[src/rtl/scan_chain_arbiter_pkg.sv]
// Shared types for the scan-chain arbiter: FSM state encoding and counter width helper.
package scan_chain_arbiter_pkg;

  typedef enum logic [1:0] {
    ST_IDLE  = 2'd0,
    ST_OWN   = 2'd1,
    ST_GUARD = 2'd2
  } state_e;

  // Bits needed to count 0..n-1, never less than one.
  function automatic int cnt_w(input int n);
    return (n > 1) ? $clog2(n) : 1;
  endfunction

endpackage

[src/rtl/rr_pick.sv]
// Combinational round-robin picker: first eligible index strictly after 'last', wrapping.
module rr_pick #(
  parameter int NUM_REQ = 3,
  parameter int IW      = $clog2(NUM_REQ)
) (
  input  logic [NUM_REQ-1:0] eligible,
  input  logic [IW-1:0]      last,
  output logic               any,
  output logic [IW-1:0]      pick_idx,
  output logic [NUM_REQ-1:0] pick_onehot
);

  always_comb begin
    any         = 1'b0;
    pick_idx    = '0;
    pick_onehot = '0;
    // k = NUM_REQ wraps back to 'last' itself, so a lone requester can be re-picked.
    for (int k = 1; k <= NUM_REQ; k++) begin
      if (!any && eligible[(int'(last) + k) % NUM_REQ]) begin
        any      = 1'b1;
        pick_idx = IW'((int'(last) + k) % NUM_REQ);
      end
    end
    if (any) pick_onehot[pick_idx] = 1'b1;
  end

endmodule

[src/rtl/scan_chain_arbiter.sv]
// Round-robin owner of the shared scan chain with watchdog revoke, lockout and an all-low
// guard gap between owners; chain lines are registered copies of the owner's lines.
module scan_chain_arbiter
  import scan_chain_arbiter_pkg::*;
#(
  parameter int NUM_REQ      = 3,
  parameter int GUARD_CYCLES = 4,
  parameter int TO_W         = 16
) (
  input  logic                       clk,
  input  logic                       reset,
  input  logic [NUM_REQ-1:0]         req,
  input  logic [NUM_REQ-1:0]         m_scan_clk,
  input  logic [NUM_REQ-1:0]         m_scan_data,
  input  logic [NUM_REQ-1:0]         m_scan_select,
  input  logic [NUM_REQ-1:0]         m_scan_latch_en,
  input  logic [TO_W-1:0]            timeout_cfg,
  output logic [NUM_REQ-1:0]         gnt,
  output logic [$clog2(NUM_REQ)-1:0] owner_idx,
  output logic                       busy,
  output logic                       timeout_evt,
  output logic                       scan_clk_out,
  output logic                       scan_data_out,
  output logic                       scan_select,
  output logic                       scan_latch_en
);

  localparam int IW = $clog2(NUM_REQ);
  localparam int GW = cnt_w(GUARD_CYCLES);
  localparam logic [GW-1:0] GUARD_LAST = GW'((GUARD_CYCLES > 0) ? GUARD_CYCLES - 1 : 0);
  localparam logic [IW-1:0] OWNER_RST  = IW'(NUM_REQ - 1);

  state_e               state_q, state_d;
  logic [NUM_REQ-1:0]   gnt_q, gnt_d;
  logic [IW-1:0]        owner_q, owner_d;
  logic [TO_W-1:0]      cnt_q, cnt_d;
  logic [TO_W-1:0]      cfg_q, cfg_d;
  logic [GW-1:0]        guard_q, guard_d;
  logic [NUM_REQ-1:0]   lockout_q, lockout_d;
  logic                 evt_q, evt_d;
  logic [3:0]           scan_q, scan_d;

  logic [NUM_REQ-1:0]   eligible;
  logic                 pick_any;
  logic [IW-1:0]        pick_idx;
  logic [NUM_REQ-1:0]   pick_onehot;
  logic                 owner_req;
  logic                 cnt_hit;

  assign eligible = req & ~lockout_q;

  rr_pick #(.NUM_REQ(NUM_REQ), .IW(IW)) u_pick (
    .eligible    (eligible),
    .last        (owner_q),
    .any         (pick_any),
    .pick_idx    (pick_idx),
    .pick_onehot (pick_onehot)
  );

  assign owner_req = req[owner_q];
  assign cnt_hit   = (cfg_q != '0) && (cnt_q == cfg_q - 1'b1);

  always_comb begin
    state_d   = state_q;
    gnt_d     = gnt_q;
    owner_d   = owner_q;
    cnt_d     = cnt_q;
    cfg_d     = cfg_q;
    guard_d   = guard_q;
    evt_d     = 1'b0;
    scan_d    = '0;
    lockout_d = lockout_q & req;
    case (state_q)
      ST_IDLE: begin
        if (pick_any) begin
          state_d = ST_OWN;
          gnt_d   = pick_onehot;
          owner_d = pick_idx;
          cfg_d   = timeout_cfg;
          cnt_d   = '0;
        end
      end
      ST_OWN: begin
        scan_d = {m_scan_clk[owner_q], m_scan_data[owner_q],
                  m_scan_select[owner_q], m_scan_latch_en[owner_q]};
        if (cnt_q != '1) cnt_d = cnt_q + 1'b1;
        if (!owner_req || cnt_hit) begin
          gnt_d   = '0;
          scan_d  = '0;
          guard_d = '0;
          state_d = (GUARD_CYCLES == 0) ? ST_IDLE : ST_GUARD;
          // A release on the same edge as the watchdog hit wins: no event, no lockout.
          if (owner_req) begin
            evt_d              = 1'b1;
            lockout_d[owner_q] = 1'b1;
          end
        end
      end
      ST_GUARD: begin
        if (guard_q == GUARD_LAST) state_d = ST_IDLE;
        else                       guard_d = guard_q + 1'b1;
      end
      default: state_d = ST_IDLE;
    endcase
  end

  always_ff @(posedge clk or posedge reset) begin
    if (reset) begin
      state_q   <= ST_IDLE;
      gnt_q     <= '0;
      owner_q   <= OWNER_RST;
      cnt_q     <= '0;
      cfg_q     <= '0;
      guard_q   <= '0;
      lockout_q <= '0;
      evt_q     <= 1'b0;
      scan_q    <= '0;
    end else begin
      state_q   <= state_d;
      gnt_q     <= gnt_d;
      owner_q   <= owner_d;
      cnt_q     <= cnt_d;
      cfg_q     <= cfg_d;
      guard_q   <= guard_d;
      lockout_q <= lockout_d;
      evt_q     <= evt_d;
      scan_q    <= scan_d;
    end
  end

  assign gnt           = gnt_q;
  assign owner_idx     = owner_q;
  assign busy          = (state_q != ST_IDLE);
  assign timeout_evt   = evt_q;
  assign scan_clk_out  = scan_q[3];
  assign scan_data_out = scan_q[2];
  assign scan_select   = scan_q[1];
  assign scan_latch_en = scan_q[0];

endmodule

[config.mk]
export PLATFORM = sky130hd
export DESIGN_NAME = scan_chain_arbiter
export DESIGN_NICKNAME = d
export VERILOG_FILES = /design/src/rtl/scan_chain_arbiter_pkg.sv /design/src/rtl/rr_pick.sv /design/src/rtl/scan_chain_arbiter.sv
export SDC_FILE = /design/constraint.sdc
export NUM_CORES = 1
export LEC_CHECK = 0
export CORE_MARGIN = 4
export CORE_UTILIZATION = 30
export CTS_BUF_LIST = sky130_fd_sc_hd__clkbuf_4
export DETAILED_ROUTE_END_ITERATION = 8
export PLACE_DENSITY_LB_ADDON = 0.2
export SYNTH_ARGS = -nofsm -noshare
export SYNTH_HDL_FRONTEND = slang
export SYNTH_SLANG_ARGS = --single-unit
[constraint.sdc]
create_clock -name clk -period 6.52 [get_ports clk]
set_input_delay 1.63 -clock clk [delete_from_list [all_inputs] [get_ports clk]]
set_output_delay 1.63 -clock clk [all_outputs]
set_load 0.02 [all_outputs]
==> results.yml, run 1 <==
sta:
  clock_skew_ns: 0.00920
  rsz0062_at_grt: "false"
  finalCritPeriodShare_pct: 62.4
  fin_tns_setup_ns: 0
  worstMarginPinSlew_ns: 1.05
  hold_viol: 0
  layout_min_cycle_time_ns: 4.07
  drv_slew: 0
  timing.final.setup_violations: 0
  slew_headroom_pct: 29.9
  max_freq_mhz: 246
  worst_slack_ns: 2.45
setup_path:
  reg2reg_slack_ns: 3.30
  worstSetupPathType: "in -> reg"
  critPathCaptureType: "flop"
  cp_slowest_cell: "nor2_2"
  r2r-end: "cfg_q[0]"
  critPathMaxStageDelay_ns: 0.64
  worst_ep_required_time_ns: 6.84
  arrival_ns: 4.39
  ff2ff_path_depth: 10
  worstSetupStartpointType: "input port"
  cp_cell_sequence: "clkdlybuf4s50_1 > nor2b_1 > nor2_1 > maj3_1 > a211o_1 > nor2_2 > buf_4 > nand2_1 > o21ai_0"
  worstPathMaxFanout: 19
  rr_startpoint: "owner_idx[1]"
routing:
  routed_wl_um: 8110
  first_iter_violations: 104
  drc: 0
  drt_pre_antenna_iters: 5
  vias: 2747
  avgViaCountPerCell: 5.20
  final_antenna_net_count: 0
  post_drt_wl_per_cell_um: 15.4
power_and_ir_drop:
  power_per_cell_area_mw_per_mm2: 387
  p_leak_nw: 1.57
  ir_drop_uv: 157
cts:
  clkLatencyLatePin_ns: 0.39
  hold_buffers: 0
  clkTransAtPathRegs_ns: 0.15
  clkSinkCount: 49
  cts-root-buf: "clkbuf_4"
  clockBufferDepth: 2
  cts_setup_buffers: 0
  cts_tree: "built"
  htreeDepth: 2
  cts-resized-gates: 0
  cts-buffers-inserted: 5
placed_design:
  numPortBuffers: 43
  dp.final_hpwl_um: 5910
  place_congestion: 0.888
  dp_slack_ns: 2.00
yosys:
  ys_ff_latch: 49
  yosysWarnings: 0
  syn_inst: 355
  syn_area_mm2: 0.00317
  synth_edf_count: 0
  synth_nets: 396
  post_synth.cell_area_avg_um2: 8.94
  yosysUniqueCellTypes: 61
  async_flop_share_pct: 100
  ys_seq_area_share_pct: 38.7
  synthFlopType: "dfrtp_1"
layout:
  antenna_cells: 0
  area_growth_pct: 19.2
  fillers: 1060
  multi_input_area_mm2: 0.00183
  regArea_mm2: 0.00123
  drive_gt1_share_pct: 7.40
  nets: 432
run_status:
  status: "complete, no violations"
min_path:
  hold_depth: 1
  worstHoldPathType: "reg -> reg"
  min_from: "lockout_q[0]"
  hold_end: "lockout_q[0]"
floorplan:
  core_mm2: 0.0103
  dieHeight_um: 111
  initial_utilization_pct: 30.7
  rows: 37
  io_pins: 44
  die_x_um: 111
  die_area_mm2: 0.0123
global_route:
  grt_max_degree: 50
  antenna_found_initial: 0
  track_usage_pct: 13.5
  grt_pass1_wl_um: 13700
  grt_remaining_overflow: 0
  first_global_vias: 2743
job:
  maxCapViolCount: 0
## sequential cells by signal, summed over array words and instances, names as in the netlist
register	count
gnt	3
owner_idx	2
cnt_q	16
scan_q	4
lockout_q	3
guard_q	2
timeout_evt	1
state_q	2
cfg_q	16
## stage by stage
stage / total power [mW] / instance area, um2 / instances / hold slack, ns / util, %
after floorplan: 1.09 / 3170 / 355 / 0.471 / -
after global placement: 1.31 / 3730 / 520 / 0.491 / 36.1
after detailed placement: 1.33 / 3730 / 520 / 0.494 / 36.1
after CTS: 1.48 / 3780 / 528 / 0.530 / 36.6
after global routing: 1.60 / 3780 / 528 / 0.559 / 36.6
final: 1.46 / 3780 / 528 / 0.528 / 36.6
## worst max-delay path: cells and delay by family
kind	cells	cell delay, ns
fa+ha+maj	1	0.40
compound gates	2	0.42
simple gates	4	1.09
buf+inv	2	0.84
## logic make-up (layout without fill, tap and decap cells)
group / count (synthesis) / in the layout / share of synthesized area (%)
multiplexers: 8 / 8 / 2.68
buffers and inverters: 30 / 67 / 3.67
AO/OA/AOI/OAI: 76 / 76 / 17.4
XOR/XNOR: 30 / 30 / 8.71
AND/OR/NAND/NOR: 153 / 153 / 25.4
adder cells (fa/ha/maj): 9 / 9 / 3.47
flip-flops: 49 / 49 / 38.7
## metal layers
| metal | up-vias | track usage [%] | part of all wire (%) |
|---|---|---|---|
| li1 | 1340 | - | - |
| met1 | 1318 | 17.7 | 47 |
| met2 | 78 | 21.6 | 46 |
| met3 | 11 | 3.49 | 5.4 |
| met4 | 0 | 4.68 | 1.6 |
| met5 | - | 0 | 0 |
## power by group
part	internal, mW	switching (mW)	total, mW
Sequential	0.392	0.140	0.532
Combinational	0.318	0.468	0.786
Clock	0.0408	0.105	0.146
Total	0.751	0.714	1.46
## Yosys cell counts, drive strengths merged, types with 2 or more instances
cell	n	area, um2
o32ai	2	17.5
nor3	11	77.6
or4	4	33.8
and2	5	31.3
xnor2	11	96.3
a22oi	3	22.5
a22o	4	35.0
a211oi	2	15.0
nand3b	2	15.0
or3	8	50.1
ha	8	100
nor3b	2	15.0
o2111ai	6	52.6
nand3	6	30.0
xor2	18	158
nor2b	5	31.3
nand4b	2	23.8
mux2i	7	73.8
and3	6	37.5
a21oi	12	60.1
nor2	25	93.8
inv	14	52.6
a31oi	4	25.0
dfrtp	48	1200
or2	2	12.5
clkbuf	15	58.8
o21ai	19	98.9
or4b	2	20.0
a211o	2	17.5
o211ai	6	45.0
nor4	3	48.8
nand2	62	233
nand4	6	37.5
o31ai	4	30.0
## area by class of cell
class | instances | area share (%)
inverters | 14 | 1.39
clock buffers | 5 | 0.992
well taps | 136 | 4.50
repair buffers | 45 | 11.8
clock inverters | 3 | 0.463
flip-flops and latches | 49 | 32.5
multi-input cells | 276 | 48.4
## cell usage in the layout, fill, tap and decap left out, drive strengths merged, types with 5 or more instances in the layout
| master | count |
|---|---|
| clkdlybuf4s50 | 43 |
| mux2i | 7 |
| nand2 | 62 |
| or3 | 8 |
| xor2 | 18 |
| nand4 | 6 |
| o211ai | 6 |
| ha | 8 |
| clkbuf | 5 |
| a21oi | 12 |
| nor3 | 11 |
| nor2b | 5 |
| dfrtp | 48 |
| and2 | 5 |
| o2111ai | 6 |
| and3 | 6 |
| nand3 | 6 |
| xnor2 | 11 |
| nor2 | 25 |
| o21ai | 19 |
| inv | 14 |
## worst max-delay path by stage
stage / from / end / slack, ns / cells past startpoint
after floorplan: req[1] / cnt_q[10] / 3.08 / 7
after global placement: req[1] / cfg_q[9] / 2.12 / 8
after detailed placement: req[1] / cfg_q[1] / 2.00 / 9
after CTS: req[2] / cfg_q[0] / 2.45 / 9
after global routing: req[1] / cfg_q[0] / 2.25 / 9
final: req[1] / cfg_q[0] / 2.45 / 9
No activity file was read; power rests on OpenSTA's default activity.
==> run 2, diff against run 1 <==
Clock period 6.52 ns to 3.6 ns, I/O delays scaled along.
==> results.yml, run 2 (synthesized netlist as in run 1, its figures left out) <==
run_status:
  status: "complete, no violations"
cts:
  cts-root-buf: "clkbuf_4"
  cts_tree: "built"
  clockBufferDepth: 2
  cts_setup_buffers: 0
  hold_buffers: 0
  cts-buffers-inserted: 5
  clkTransAtPathRegs_ns: 0.15
  clkSinkCount: 49
  clkLatencyLatePin_ns: 0.36
  htreeDepth: 2
  cts-resized-gates: 0
layout:
  final_cells: 533
  nets: 437
  reg_top3: "cfg_q: 16 flops, cnt_q: 16 flops, scan_q: 4 flops"
  antenna_cells: 0
  area_growth_pct: 21.2
  layout_commonest_cell: "nand2_1"
  drive_gt1_share_pct: 8.31
  layout_common_cells: "nand2_1, dfrtp_1, clkdlybuf4s50_1, nor2_1, xor2_1"
  utilization_pct: 37.3
routing:
  avgViaCountPerCell: 5.13
  first_iter_violations: 63
  post_drt_wl_per_cell_um: 14.7
  routed_wl_um: 7820
  wl_met2_um: 3690
  drc: 0
  wl_met3_um: 359
  drt-met1-wl_um: 3590
  vias: 2734
  final_antenna_net_count: 0
  drt_pre_antenna_iters: 4
  highest_layer: "met4"
global_route:
  antenna_found_initial: 0
  grt_pass1_wl_um: 13400
  first_global_vias: 2727
  track_usage_pct: 13.1
  grt_max_degree: 48
  grt_remaining_overflow: 0
power_and_ir_drop:
  total_power_mw: 2.69
  ir_drop_uv: 215
  power_per_cell_area_mw_per_mm2: 700
  p_leak_nw: 1.60
sta:
  hold_viol: 0
  drv_slew: 0
  timing.final.setup_violations: 0
  fin_tns_setup_ns: 0
  max_freq_mhz: 319
  finalCritPeriodShare_pct: 87.1
  clock_skew_ns: 0.0136
  layout_min_cycle_time_ns: 3.14
  slew_headroom_pct: 50.3
  worstMarginPinSlew_ns: 0.743
  rsz0062_at_grt: "false"
floorplan:
  initial_utilization_pct: 30.7
  dieHeight_um: 111
  die_area_mm2: 0.0123
  core_mm2: 0.0103
  rows: 37
  die_x_um: 111
  io_pins: 44
setup_path:
  arrival_ns: 3.42
  worstSetupStartpointType: "input port"
  worst_ep_required_time_ns: 3.89
  startpoint: "req[1]"
  r2r-end: "cnt_q[7]"
  ff2ff_path_depth: 9
  worstSetupPathType: "in -> reg"
  worstPathMaxFanout: 11
  critPathCapture: "cnt_q[7]"
  critPathCaptureType: "flop"
  reg2reg_slack_ns: 0.61
  rr_startpoint: "owner_idx[1]"
placed_design:
  dp.final_hpwl_um: 5860
  numPortBuffers: 43
  place_congestion: 0.871
  place_inst: 525
min_path:
  worstHoldPathType: "reg -> reg"
job:
  maxCapViolCount: 0
[run 2: cell count changes in the layout (fill, tap and decap cells not counted)]
| cell | change |
|---|---|
| buf_4 | +3 |
| clkinvlp_4 | -1 |
| clkbuf_4 | +2 |
| buf_12 | +2 |
| clkinv_1 | +1 |
| clkinv_2 | -2 |
[run 2: worst min path at each step]
stage / start / to / depth (start not counted)
finish: lockout_q[0] / lockout_q[0] / 1
floorplan: lockout_q[0] / lockout_q[0] / 1
detailed placement: lockout_q[0] / lockout_q[0] / 1
global route: lockout_q[0] / lockout_q[0] / 1
CTS: lockout_q[0] / lockout_q[0] / 1
global placement: lockout_q[0] / lockout_q[0] / 1
[run 2: stage by stage]
step / worst slack, ns / hold slack [ns] / instance area, um2
2_1_floorplan: 0.706 / 0.471 / 3170
3_3_place_gp: 0.192 / 0.495 / 3790
3_5_place_dp: 0.123 / 0.501 / 3790
4_1_cts: 0.520 / 0.536 / 3850
5_1_grt: 0.275 / 0.550 / 3850
6_report: 0.464 / 0.529 / 3850
[run 2: final cells by class]
class	count	area (um2)
fillers	1057	6480
multi-input cells	276	1830
flip-flops and latches	49	1230
repair buffers	50	508
well taps	136	170
clock buffers	7	52.6
inverters	14	52.6
clock inverters	1	3.75
[run 2: where the power goes]
group | switching [mW] | leakage [nW] | total [mW] | internal [mW]
registers | 0.246 | 0.640 | 0.957 | 0.711
logic | 0.847 | 0.931 | 1.47 | 0.626
clock network | 0.172 | 0.0338 | 0.263 | 0.0907
total | 1.27 | 1.60 | 2.69 | 1.43
[run 2: per-layer routing]
layer  vias to the layer above  global-route usage [%]
met1                      1298                    17.1
met5                         -                       0
li1                       1354                       -
met3                        17                    3.33
met2                        65                    21.2
met4                         0                    3.94
[run 2: worst max-delay path, stage by stage]
cell	delay, ns
clkdlybuf4s50_1	0.49
nor2b_1	0.29
nor2_1	0.11
maj3_1	0.40
a21oi_1	0.33
o211ai_1	0.34
or3_1	0.42
a21oi_1	0.14
==> run 3, diff against run 2 <==
Settings changed: PLACE_DENSITY set to 0.58, PLACE_DENSITY_LB_ADDON 0.2 to unset, RECOVER_POWER set to 50, REMOVE_ABC_BUFFERS set to 1.
==> results.yml, run 3 (synthesized netlist as in run 1, its figures left out) <==
run_status:
  status: "complete, no violations"
global_route:
  first_global_vias: 2617
  grt_max_degree: 37
  track_usage_pct: 12.8
  grt_remaining_overflow: 0
  grt_pass1_wl_um: 13200
  antenna_found_initial: 0
routing:
  drc: 0
  first_iter_violations: 146
  avgViaCountPerCell: 5.01
  drt_pre_antenna_iters: 4
  vias: 2677
  final_antenna_net_count: 0
  routed_wl_um: 7880
  post_drt_wl_per_cell_um: 14.8
layout:
  utilization_pct: 37.1
  reg_top3: "cfg_q: 16 flops, cnt_q: 16 flops, scan_q: 4 flops"
  layout_commonest_cell: "nand2_1"
  area_growth_pct: 20.8
  drive_gt1_share_pct: 8.04
  antenna_cells: 0
  nets: 438
  layout_common_cells: "nand2_1, dfrtp_1, clkdlybuf4s50_1, nor2_1, xor2_1"
  final_area_mm2: 0.00383
setup_path:
  critPathMaxStageDelay_ns: 0.64
  critPathCaptureType: "flop"
  worstPathMaxFanout: 6
  crit_family: "simple AND/OR/NAND/NOR gates"
  arrival_ns: 3.46
  crit_buf_inv: 1
  worstSetupPathType: "reg -> reg"
  cp_slowest_cell: "or4b_1"
  worstSetupStartpointType: "flop"
  cp_cell_sequence: "inv_1 > ha_1 > or4b_1 > a2111oi_2 > a31oi_1 > o41ai_2 > nand2_1 > nor4_4 > o21ai_1"
  worst_ep_required_time_ns: 3.84
sta:
  finalCritPeriodShare_pct: 89.5
  drv_slew: 0
  slew_headroom_pct: 19.1
  max_freq_mhz: 310
  worst_slack_ns: 0.376
  hold_viol: 0
  clock_skew_ns: 0.00846
  fin_tns_setup_ns: 0
  layout_min_cycle_time_ns: 3.22
  rsz0062_at_grt: "false"
  timing.final.setup_violations: 0
  worstMarginPinSlew_ns: 1.21
power_and_ir_drop:
  power_per_cell_area_mw_per_mm2: 701
  p_sw_mw: 1.28
  ir_drop_uv: 273
  p_int_mw: 1.41
  seqPwrFrac_pct: 35.6
  switching_share_pct: 47.5
  power_frac_comb_pct: 54.6
  total_power_mw: 2.69
  clkPwrFrac_pct: 9.8
  p_leak_nw: 1.62
job:
  maxCapViolCount: 0
floorplan:
  io_pins: 44
  dieHeight_um: 111
  die_x_um: 111
  core_mm2: 0.0103
  initial_utilization_pct: 30.7
  rows: 37
  die_area_mm2: 0.0123
cts:
  cts_setup_buffers: 0
  hold_buffers: 0
  cts-resized-gates: 0
  cts-buffers-inserted: 5
  cts-root-buf: "clkbuf_4"
  clkSinkCount: 49
  clkLatencyLatePin_ns: 0.37
  htreeDepth: 2
  clkTransAtPathRegs_ns: 0.14
  clockBufferDepth: 2
  cts_tree: "built"
min_path:
  worstHoldPathType: "reg -> reg"
placed_design:
  post_dp_cell_area_mm2: 0.00378
  dp.final_hpwl_um: 5890
  numPortBuffers: 43
  place_congestion: 0.862
  dp_slack_ns: 0.114
==> run 3: final timing paths <==
kind                         startpoint           end  slack (ns)  cells after the start
setup / recovery               cfg_q[0]    guard_q[1]        0.38                      9
hold / removal             lockout_q[0]  lockout_q[0]        0.53                      1
setup reg to reg               cfg_q[0]    guard_q[1]        0.38                      9
hold reg to reg            lockout_q[0]  lockout_q[0]        0.53                      1
max in group asynchronous         reset  lockout_q[0]        1.15                      3
min in group asynchronous         reset  lockout_q[2]        0.97                      2
==> run 3: power by group through the flow <==
| stage | registers [mW] | logic (mW) | clock network (mW) |
|---|---|---|---|
| floorplan | 0.932 | 1.00 | 0 |
| global placement | 0.962 | 1.45 | 0 |
| detailed placement | 0.967 | 1.48 | 0 |
| CTS | 0.959 | 1.48 | 0.274 |
| global route | 0.994 | 1.64 | 0.295 |
| finish | 0.958 | 1.47 | 0.263 |
==> run 3: layer usage <==
layer	GRT usage, %	up-vias	share of wire, %
met5	0	-	0
met4	4.27	0	2.0
met3	1.58	12	3.4
met2	19.6	61	46
met1	18.6	1252	48
li1	-	1352	-
==> run 3: per-stage QoR <==
| stage | cells | hold WS (ns) |
|---|---|---|
| 6_report | 534 | 0.529 |
| 5_1_grt | 534 | 0.543 |
| 4_1_cts | 534 | 0.530 |
| 3_5_place_dp | 526 | 0.492 |
| 3_3_place_gp | 526 | 0.490 |
| 2_1_floorplan | 339 | 0.471 |
==> run 3: area by class of cell <==
cell class | count | area [um2]
inverter | 14 | 52.6
clock inverter | 2 | 10.0
timing repair buffer | 51 | 495
sequential | 49 | 1230
fill | 1032 | 6490
tap | 136 | 170
clock buffer | 6 | 45.0
multi-input combinational | 276 | 1830
